<file path="config.mk">
export PLATFORM = sky130hd
export DESIGN_NAME = muldiv_ctrl_flat
export DESIGN_NICKNAME = d
export VERILOG_FILES = /design/src/rtl/muldiv_pkg.sv /design/src/rtl/muldiv_if.sv /design/src/rtl/muldiv_step.sv /design/src/rtl/muldiv_ctrl.sv /design/src/flat_wrapper.sv
export SDC_FILE = /design/constraint.sdc
export NUM_CORES = 1
export LEC_CHECK = 0
export CAP_MARGIN = 30
export CORE_ASPECT_RATIO = 0.8
export CORE_MARGIN = 1
export CORE_UTILIZATION = 46
export CTS_CLUSTER_SIZE = 25
export DETAILED_ROUTE_END_ITERATION = 10
export GPL_ROUTABILITY_DRIVEN = 0
export PLACE_DENSITY_LB_ADDON = 0.3
export RECOVER_POWER = 25
export SYNTH_ARGS = -nofsm -noshare
export SYNTH_HDL_FRONTEND = slang
export SYNTH_HIERARCHICAL = 1
export SYNTH_SLANG_ARGS = --single-unit
</file>
<file path="constraint.sdc">
create_clock -name i_clk -period 13.9 [get_ports i_clk]
set_input_delay 2.085 -clock i_clk [delete_from_list [all_inputs] [get_ports i_clk]]
set_output_delay 2.085 -clock i_clk [all_outputs]
set_load 0.03 [all_outputs]
</file>
<file path="src/rtl/muldiv_pkg.sv">
// Shared definitions for the multiply/divide sequencer and the hazard unit.
//   - MIPS funct codes for the HI/LO instruction group
//   - FSM state encoding
//   - iteration count and small op-decode helpers
package muldiv_pkg;

  localparam logic [5:0] MULT  = 6'b011000;
  localparam logic [5:0] MULTU = 6'b011001;
  localparam logic [5:0] DIV   = 6'b011010;
  localparam logic [5:0] DIVU  = 6'b011011;
  localparam logic [5:0] MTHI  = 6'b010001;
  localparam logic [5:0] MTLO  = 6'b010011;
  localparam logic [5:0] MFHI  = 6'b010000;
  localparam logic [5:0] MFLO  = 6'b010010;

  localparam int ITER = 32;

  typedef enum logic [1:0] {
    IDLE = 2'd0,
    RUN  = 2'd1,
    FIX  = 2'd2
  } state_t;

  // Multi-cycle ops that occupy the sequencer.
  function automatic logic is_muldiv(input logic [5:0] op);
    return (op == MULT) || (op == MULTU) || (op == DIV) || (op == DIVU);
  endfunction

  // Ops whose operands are two's-complement.
  function automatic logic is_signed_op(input logic [5:0] op);
    return (op == MULT) || (op == DIV);
  endfunction

  function automatic logic is_div_op(input logic [5:0] op);
    return (op == DIV) || (op == DIVU);
  endfunction

endpackage

</file>
<file path="src/rtl/muldiv_if.sv">
// Issue/result bundle between the EX stage and the mul/div sequencer.
//   master (pipeline): drives i_start, i_op, i_op1, i_op2, i_flush
//   slave  (muldiv_ctrl): drives o_busy, o_done, o_hi, o_lo
interface muldiv_if #(
  parameter int WIDTH = 32
);
  logic             i_start;
  logic [5:0]       i_op;
  logic [WIDTH-1:0] i_op1;
  logic [WIDTH-1:0] i_op2;
  logic             i_flush;
  logic             o_busy;
  logic             o_done;
  logic [WIDTH-1:0] o_hi;
  logic [WIDTH-1:0] o_lo;

  modport master (
    output i_start, i_op, i_op1, i_op2, i_flush,
    input  o_busy, o_done, o_hi, o_lo
  );

  modport slave (
    input  i_start, i_op, i_op1, i_op2, i_flush,
    output o_busy, o_done, o_hi, o_lo
  );
endinterface

</file>
<file path="src/rtl/muldiv_step.sv">
// One radix-2 iteration of the shared multiply/divide datapath (combinational).
//   work_i   : {hi-part, lo-part} working register
//              multiply: {accumulator, multiplier}
//              divide  : {remainder, dividend/quotient}
//   opnd_i   : multiplicand (mul) or divisor (div), unsigned
//   is_div_i : 1 selects restoring divide, 0 selects shift-add multiply
//   work_o   : working register after this iteration
module muldiv_step #(
  parameter int WIDTH = 32
) (
  input  logic [2*WIDTH-1:0] work_i,
  input  logic [WIDTH-1:0]   opnd_i,
  input  logic               is_div_i,
  output logic [2*WIDTH-1:0] work_o
);

  logic [WIDTH:0] sum;
  logic [WIDTH:0] rem_sh;
  logic [WIDTH:0] diff;
  logic           qbit;

  always_comb begin
    // Multiply: add multiplicand when the multiplier LSB is set, then shift
    // the whole register right; the carry enters the top of the accumulator.
    sum = {1'b0, work_i[2*WIDTH-1:WIDTH]};
    if (work_i[0]) begin
      sum = sum + {1'b0, opnd_i};
    end

    // Divide: shift {rem, quot} left by one and trial-subtract. The remainder
    // is always below the divisor, so the shifted value fits WIDTH+1 bits and
    // bit WIDTH of the difference is the borrow.
    rem_sh = work_i[2*WIDTH-1:WIDTH-1];
    diff   = rem_sh - {1'b0, opnd_i};
    qbit   = ~diff[WIDTH];

    if (is_div_i) begin
      work_o = {(qbit ? diff[WIDTH-1:0] : rem_sh[WIDTH-1:0]),
                work_i[WIDTH-2:0], qbit};
    end else begin
      work_o = {sum, work_i[WIDTH-1:1]};
    end
  end

endmodule

</file>
<file path="src/rtl/muldiv_ctrl.sv">
// Multi-cycle MULT/MULTU/DIV/DIVU sequencer owning the architectural HI/LO.
// MTHI/MTLO write HI/LO in a single cycle without leaving IDLE.
//   i_clk, i_rst : clock (rising edge), synchronous active-high reset
//   bus (slave)  : i_start/i_op/i_op1/i_op2/i_flush issue side,
//                  o_busy/o_done/o_hi/o_lo result side
// Latency: accept edge k, iterations on k+1..k+32, sign fix and HI/LO write
// on k+33, o_done high for the following cycle.
module muldiv_ctrl #(
  parameter int WIDTH = 32,
  parameter int CNT_W = 5
) (
  input logic     i_clk,
  input logic     i_rst,
  muldiv_if.slave bus
);
  import muldiv_pkg::*;

  localparam int W2 = 2 * WIDTH;

  state_t             state_q;
  logic [CNT_W-1:0]   cnt_q;
  logic [W2-1:0]      work_q;
  logic [W2-1:0]      work_d;
  logic [WIDTH-1:0]   opnd_q;
  logic               is_div_q;
  logic               qneg_q;
  logic               rneg_q;
  logic               div0_q;
  logic [WIDTH-1:0]   hi_q, hi_d;
  logic [WIDTH-1:0]   lo_q, lo_d;
  logic               done_q;

  logic               sgn_op;
  logic               div_op;
  logic [WIDTH-1:0]   a_abs;
  logic [WIDTH-1:0]   b_abs;
  logic [W2-1:0]      prod_neg;

  // abs(0x80000000) stays 0x80000000 and is then treated as unsigned.
  function automatic logic [WIDTH-1:0] abs_val(input logic [WIDTH-1:0] v,
                                               input logic            sgn);
    return (sgn && v[WIDTH-1]) ? -v : v;
  endfunction

  assign sgn_op = is_signed_op(bus.i_op);
  assign div_op = is_div_op(bus.i_op);
  assign a_abs  = abs_val(bus.i_op1, sgn_op);
  assign b_abs  = abs_val(bus.i_op2, sgn_op);

  muldiv_step #(.WIDTH(WIDTH)) u_step (
    .work_i   (work_q),
    .opnd_i   (opnd_q),
    .is_div_i (is_div_q),
    .work_o   (work_d)
  );

  // Sign fix applied on the FIX edge. A zero divisor leaves the quotient at
  // all ones, and the remainder (|op1| re-negated by op1's sign) equals op1.
  always_comb begin
    prod_neg = -work_q;
    hi_d     = work_q[W2-1:WIDTH];
    lo_d     = work_q[WIDTH-1:0];
    if (is_div_q) begin
      if (div0_q) begin
        lo_d = '1;
      end else if (qneg_q) begin
        lo_d = -work_q[WIDTH-1:0];
      end
      if (rneg_q) begin
        hi_d = -work_q[W2-1:WIDTH];
      end
    end else if (qneg_q) begin
      hi_d = prod_neg[W2-1:WIDTH];
      lo_d = prod_neg[WIDTH-1:0];
    end
  end

  always_ff @(posedge i_clk) begin
    if (i_rst) begin
      state_q <= IDLE;
      cnt_q   <= '0;
      hi_q    <= '0;
      lo_q    <= '0;
      done_q  <= 1'b0;
    end else begin
      done_q <= 1'b0;
      case (state_q)
        IDLE: begin
          if (bus.i_start && !bus.i_flush) begin
            if (is_muldiv(bus.i_op)) begin
              state_q  <= RUN;
              cnt_q    <= '0;
              is_div_q <= div_op;
              qneg_q   <= sgn_op && (bus.i_op1[WIDTH-1] ^ bus.i_op2[WIDTH-1]);
              rneg_q   <= sgn_op && bus.i_op1[WIDTH-1];
              div0_q   <= (bus.i_op2 == '0);
              if (div_op) begin
                work_q <= {{WIDTH{1'b0}}, a_abs};
                opnd_q <= b_abs;
              end else begin
                work_q <= {{WIDTH{1'b0}}, b_abs};
                opnd_q <= a_abs;
              end
            end else if (bus.i_op == MTHI) begin
              hi_q <= bus.i_op1;
            end else if (bus.i_op == MTLO) begin
              lo_q <= bus.i_op1;
            end
          end
        end
        RUN: begin
          if (bus.i_flush) begin
            state_q <= IDLE;
          end else begin
            work_q <= work_d;
            cnt_q  <= cnt_q + CNT_W'(1);
            if (cnt_q == CNT_W'(ITER - 1)) begin
              state_q <= FIX;
            end
          end
        end
        FIX: begin
          if (bus.i_flush) begin
            state_q <= IDLE;
          end else begin
            hi_q    <= hi_d;
            lo_q    <= lo_d;
            done_q  <= 1'b1;
            state_q <= IDLE;
          end
        end
        default: state_q <= IDLE;
      endcase
    end
  end

  assign bus.o_busy = (state_q != IDLE);
  assign bus.o_done = done_q;
  assign bus.o_hi   = hi_q;
  assign bus.o_lo   = lo_q;

endmodule

</file>
<file path="src/flat_wrapper.sv">
// flat-port wrapper written by rule: the top's interface ports become plain ports
module muldiv_ctrl_flat import muldiv_pkg::*;
#(
  parameter int WIDTH = 32,
  parameter int CNT_W = 5
)
  (i_clk, i_rst, bus_i_start, bus_i_op, bus_i_op1, bus_i_op2, bus_i_flush, bus_o_busy, bus_o_done, bus_o_hi, bus_o_lo);
  muldiv_if #(.WIDTH(WIDTH)) bus_i ();
  input logic i_clk;
  input logic i_rst;
  input wire logic [$bits(bus_i.i_start)-1:0] bus_i_start;
  input wire logic [$bits(bus_i.i_op)-1:0] bus_i_op;
  input wire logic [$bits(bus_i.i_op1)-1:0] bus_i_op1;
  input wire logic [$bits(bus_i.i_op2)-1:0] bus_i_op2;
  input wire logic [$bits(bus_i.i_flush)-1:0] bus_i_flush;
  output wire logic [$bits(bus_i.o_busy)-1:0] bus_o_busy;
  output wire logic [$bits(bus_i.o_done)-1:0] bus_o_done;
  output wire logic [$bits(bus_i.o_hi)-1:0] bus_o_hi;
  output wire logic [$bits(bus_i.o_lo)-1:0] bus_o_lo;
  assign bus_i.i_start = bus_i_start;
  assign bus_i.i_op = bus_i_op;
  assign bus_i.i_op1 = bus_i_op1;
  assign bus_i.i_op2 = bus_i_op2;
  assign bus_i.i_flush = bus_i_flush;
  assign bus_o_busy = bus_i.o_busy;
  assign bus_o_done = bus_i.o_done;
  assign bus_o_hi = bus_i.o_hi;
  assign bus_o_lo = bus_i.o_lo;
  muldiv_ctrl #(.WIDTH(WIDTH), .CNT_W(CNT_W)) u_core (.i_clk(i_clk), .i_rst(i_rst), .bus(bus_i));
endmodule
</file>
---- After elaboration in Yosys (flattened, before gate mapping) ----
Cells that the tools add are included.
storage, ports and cells
  flip-flop bits (word level) ............. 172
  input port bits ......................... 74
  output and inout bits ................... 66
  word-level logic and storage cells ...... 102
cells by class
  add/subtract/negate cells ............... 8
  eq/ne operators ......................... 18
  mux-type cells .......................... 39
  bitwise operators ....................... 4
  reduce and logical (&&, ||, !) cells .... 22
operator list
  cell                                                   number
  2-to-1 mux 32 bit                                      21
  2-to-1 mux 64 bit                                      4
  negation 32 bit                                        4
  one-hot mux 32 bit (2 select lines)                    2
  one-hot mux 64 bit (2 select lines)                    1
  negation 64 bit                                        1
  == test 6 x 5 -> 1 bit, second input constant          6
  adder 32 x 32 -> 33 bit                                1
  2-to-1 mux 33 bit                                      1
  subtractor 33 x 32 -> 33 bit                           1
  logical NOT 32 bit                                     1
  2-to-1 mux 5 bit                                       3
  one-hot mux 5 bit (2 select lines)                     1
  AND reduction 5 bit                                    2
  2-to-1 mux 2 bit                                       4
  inequality test 2 x 1 -> 1 bit, second input constant  4
  inequality test 2 bit, second input constant           4
  AND reduction 4 bit                                    2
  AND reduction 6 bit                                    1
  nonzero test 2 bit                                     3
  adder 5 x 1 -> 5 bit, second input constant            1
  == test 5 bit, second input constant                   1
  logical OR 1 bit                                       5
  logical AND 1 bit                                      4
  11 further kinds                                       13

---- Depth between registers and ports, before layout ----
  word-level depth ........................ 8
  depth in mapped cells ................... 14

---- Cells and area by module ----
Netlist, hierarchy kept.
by module, submodules not included
  module       times used  cells each  area each (um^2)
  muldiv_ctrl  1           1296        11164.5
  muldiv_step  1           684         4797.1

---- Worst setup path before layout ----
No wires, ideal clock.
  path kind ............................... input port to flip-flop
  start ................................... in bus_i_flush
  end ..................................... reg u_core.work_q[0] (enable)
  arrival ................................. 5.490 ns
  data required time ...................... 13.414 ns
  path slack .............................. 7.923 ns
  cell stages on the path ................. 5
  path buffers ............................ 1
  cell sequence ........................... buf_2 nor4b_1 nor2b_1 nor2_1 nor2_1
on the way
  cells in the longest elaborated chain, start to end .. 4
  elaborated cells on any way between the ends .. 5
  those cells by class .................... eq/ne (2); reduce/logical (3)
ends and longest elaborated chain
  item                                             RTL line            RTL
  start: declaration                               flat_wrapper.sv:15  input wire logic [$bits(bus_i.i_flush)-1:0] bus_i_flush;
  logical NOT 1 bit                                muldiv_ctrl.sv:89   if (bus.i_start && !bus.i_flush) begin
  logical AND 1 bit                                muldiv_ctrl.sv:89
  inequality test 2 x 1 -> 1 bit (no source line)  --
  AND reduction 5 bit (no source line) (*)         --
  end signal: assignment                           muldiv_ctrl.sv:98   work_q <= {{WIDTH{1'b0}}, a_abs};
  end signal: assignment                           muldiv_ctrl.sv:101  work_q <= {{WIDTH{1'b0}}, b_abs};
  end signal: assignment                           muldiv_ctrl.sv:115  work_q <= work_d;
  end: declaration                                 muldiv_ctrl.sv:22   logic [W2-1:0] work_q;
Every way passes the cells marked *; elsewhere a longest branch is shown, timed or not.
A chain may end at the register's enable or synchronous reset.

---- Final worst setup path ----
  start ................................... in bus_i_start
  end ..................................... reg u_core.lo_q[31], in the netlist u_core/bus.o_lo[31]
on the way
  cells in the longest elaborated chain, start to end .. 3
ends and longest elaborated chain
  item                                             RTL line            RTL
  start: declaration                               flat_wrapper.sv:11  input wire logic [$bits(bus_i.i_start)-1:0] bus_i_start;
  logical AND 1 bit                                muldiv_ctrl.sv:89
  inequality test 2 x 1 -> 1 bit (no source line)  --
  AND reduction 6 bit (no source line)             --
  end signal: assignment                           muldiv_ctrl.sv:107  lo_q <= bus.i_op1;
  end signal: assignment                           muldiv_ctrl.sv:127  lo_q <= lo_d;
  end: declaration                                 muldiv_ctrl.sv:30   logic [WIDTH-1:0] lo_q, lo_d;
Every way passes these cells.

==> results.yml <==
worst_setup_path:
  cp-end-kind: "flip-flop"
  worst-setup-path-type: "in2reg"
  critPathTopFamily: "buffers and inverters"
  critPathMaxStageDelay_ns: 1.37
  reg2reg_slack_ns: 9.23
  critical_path.cell_chain: "dlygate4sd3_1, o21ai_0, a21o_1, clkbuf_1, nor2_1, a2111oi_0"
  crit_cells: 6
  critical_path.slowest_cell: "clkbuf_1"
  crit_arrival_ns: 6.00
  timing.reg2reg.worst_path_depth: 15
  cp_data_required_time_ns: 14.24
  peak_fanout_along_the_critical_path: 42
  timing.critical_path.buf_inv: 2
  start_kind: "input pin"
run_status:
  violations: "capacitance limit, slew limit"
  outcome: "finished with violations"
power:
  power_density_nw_per_um2: 63.45
  power.ir.vdd_worst_mv: 0.08269
  static-leakage-power_nw: 6.755
yosys:
  syn_area_per_cell_um2: 8.061
  yosys.area.top_type_share_pct: 18.81
  synthesis.nets: 2126
  async_flop_share_pct: 0
  sequential_fraction_of_the_synthesis_area_pct: 27.84
  synthTopCellsByArea: "edfxtp_1 19%, dfxtp_1 9.0%, a21oi_1 6.2%"
  yosysMostFrequentCell: "nor2_1"
  postSynth.topFlopCell: "edfxtp_1"
  yosys.cell_types.count: 87
  synth_commonest_cells: "222 x nor2_1, 198 x a21oi_1, 122 x nand2_1, 100 x edfxtp_1, 99 x xnor2_1"
  post-synth-top-area-cell: "edfxtp_1"
  yosys_warnings: 6
  postSynthCellCount: 1980
  flop_and_latch_count_out_of_synthesis: 172
  edff_count_synth: 100
  synth.cell_area_um2: 15960
timing:
  sum_neg_setup_slack_ns: 0
  fin_crit_sh_pct: 40.69
  final_max_slew_viol_count: 60
  grt_setup_unrepaired: "no"
  clock-skew-final_ns: 0.01271
  finalCriticalPeriod_ns: 5.656
  timing.final.setup_violations: 0
  relSlewSlack_pct: -27.60
  fmaxAchievable_ghz: 0.1768
  worst_margin_pin_slew_ns: 1.914
  hold_viol_final: 0
cells_and_area:
  nFillCells: 3157
  n_antenna_cell: 0
  seqCellArea_um2: 4444
  area.growth.synth_to_final_pct: 14.59
  nNetsFinal: 2193
  multi_input_comb_area_um2: 10810
  final_layout_size_suffix_gt1_share_pct: 6.893
  postLayoutCellArea_um2: 18290
min_path:
  timing.hold.worst.class: "reg2reg"
  whs_path_depth: 2
clock_network:
  clk_transition_reported_paths_ns: 0.08
  clk-insertion-delay-late_ns: 0.46
  cts_buffer_depth: 2
  ctsResizeCount: 0
  numCtsBuffers: 17
  clockRootBuffer: "clkbuf_16"
  holdBufCountCts: 0
  cts_tree: "yes"
  cts.htree.levels: 4
  post_cts_setup_buffer_count: 0
  cts.sink_count: 172
routing:
  detailroute.wirelength.met2_um: 23600
  drtPass1Iterations: 6
  dr.max_layer_used: "met4"
  detail_route.wirelength.met1_um: 25600
  vias: 16780
  drt-initial-drc-count: 2791
  routed_via_count_divided_by_cell_count: 6.646
  antenna_violating_nets_post_route: 0
  routed_wire_length_per_instance_um: 23.39
  wl_um: 59060
  drc_errors: 0
  wl_met3_um: 8310
place:
  detailed_place.area_um2: 17670
  post-dp-hpwl_um: 44290
  portBuffers: 139
global_route:
  largest_net_degree_at_the_start_of_global_routing: 82
  antenna_violations_before_repair: 1
  grt_usage_pct: 32.72
  number_of_global_route_vias_before_repair: 14974
  grt.overflow.total: 0
  grt_pass1_wl_um: 89130
floorplan:
  die_x_um: 210.3
  dieArea_um2: 35450
  io_pins: 140
  initial_utilization_pct: 47.14
  core_um2: 33860
  fp.dieH_um: 168.6
  placementRows: 60
job:
  timing.max_cap.violations: 2
-- report_power, final --
part           switching [W]  internal, W  total, W  leakage, nW
Combinational      0.0000737    0.0000484  0.000122         4.95
Sequential        0.00000361     0.000540  0.000543         1.51
Clock               0.000244     0.000251  0.000495        0.296
Total               0.000322     0.000839   0.00116         6.75
-- registers in the layout (all words and copies together), names as in the netlist --
| name | flops |
|---|---|
| u_core/cnt_q | 5 |
| u_core/bus.o_hi | 32 |
| u_core/rneg_q | 1 |
| u_core/div0_q | 1 |
| u_core/opnd_q | 32 |
| u_core/qneg_q | 1 |
| u_core/work_q | 64 |
| u_core/bus.o_done | 1 |
| u_core/state_q | 2 |
| u_core/bus.o_lo | 32 |
| u_core/is_div_q | 1 |
-- stage by stage --
stage	setup WS (ns)	total power, W	util (%)	std cells	hold slack, ns
floorplan	7.923	0.0006124	-	1980	0.4522
global placement	8.648	0.0006701	52.18	2492	0.4423
detailed placement	8.567	0.0006718	52.18	2492	0.4489
CTS	9.045	0.001161	53.95	2524	0.4587
global route	7.849	0.001189	54.02	2525	0.4785
finish	8.244	0.001161	54.02	2525	0.4540
-- worst register-to-register path, cell delays in order (launching register included) --
cell       delay [ns]
edfxtp_1         0.49
inv_1            0.13
ha_1             0.27
fa_1             0.41
nand2b_1         0.18
a21oi_1          0.26
o2111ai_1        0.36
a21oi_1          0.33
o2111ai_1        0.24
and3_1           0.26
nor3_4           0.17
buf_4            0.48
nor2_1           0.34
a21o_1           0.28
nor2_1           0.11
a31oi_1          0.08
-- worst paths after layout --
check | endpoint | startpoint
hold reg to reg | u_core/bus.o_lo[21] | u_core/bus.o_lo[21]
setup / recovery | u_core/bus.o_lo[31] | bus_i_start
hold / removal | u_core/bus.o_lo[21] | u_core/bus.o_lo[21]
setup reg to reg | u_core/work_q[0] | u_core/work_q[31]
-- layer usage --
layer	up-vias	track usage, %
met2	1213	45.67
met3	120	7.644
met5	-	0
met4	0	8.854
li1	7541	-
met1	7906	49.48
-- logic make-up after synthesis --
group                    after synthesis  synth area share (%)
AO/OA/AOI/OAI                        589                 24.38
XOR/XNOR                             154                 8.450
adder cells (fa/ha/maj)               72                 5.738
buffers and inverters                190                 4.625
flip-flops                           172                 27.84
multiplexers                          96                 6.349
AND/OR/NAND/NOR                      707                 22.62
-- cell usage in the layout (no fill, tap or decap), types with 42 or more instances in the layout --
cell type	Yosys	routed
nor3_1	58	58
mux2i_1	54	54
nor2_1	222	218
a21oi_1	198	197
dfxtp_1	72	72
clkdlybuf4s50_1	0	69
inv_1	74	74
o21ai_0	75	76
ha_1	70	70
edfxtp_1	100	100
xor2_1	55	55
nand2_1	122	122
mux2_2	42	42
a211oi_1	47	47
dlygate4sd3_1	0	69
xnor2_1	99	99
-- area by class of cell --
cell class / instances / share of cell area [%]
Multi-Input combinational cell: 1618 / 59.08
Sequential cell: 172 / 24.30
Timing Repair Buffer: 162 / 8.613
Tap cell: 465 / 3.181
Clock buffer: 18 / 2.463
Inverter: 76 / 1.560
Clock inverter: 14 / 0.8072
No activity file was read; power rests on OpenSTA's default activity.
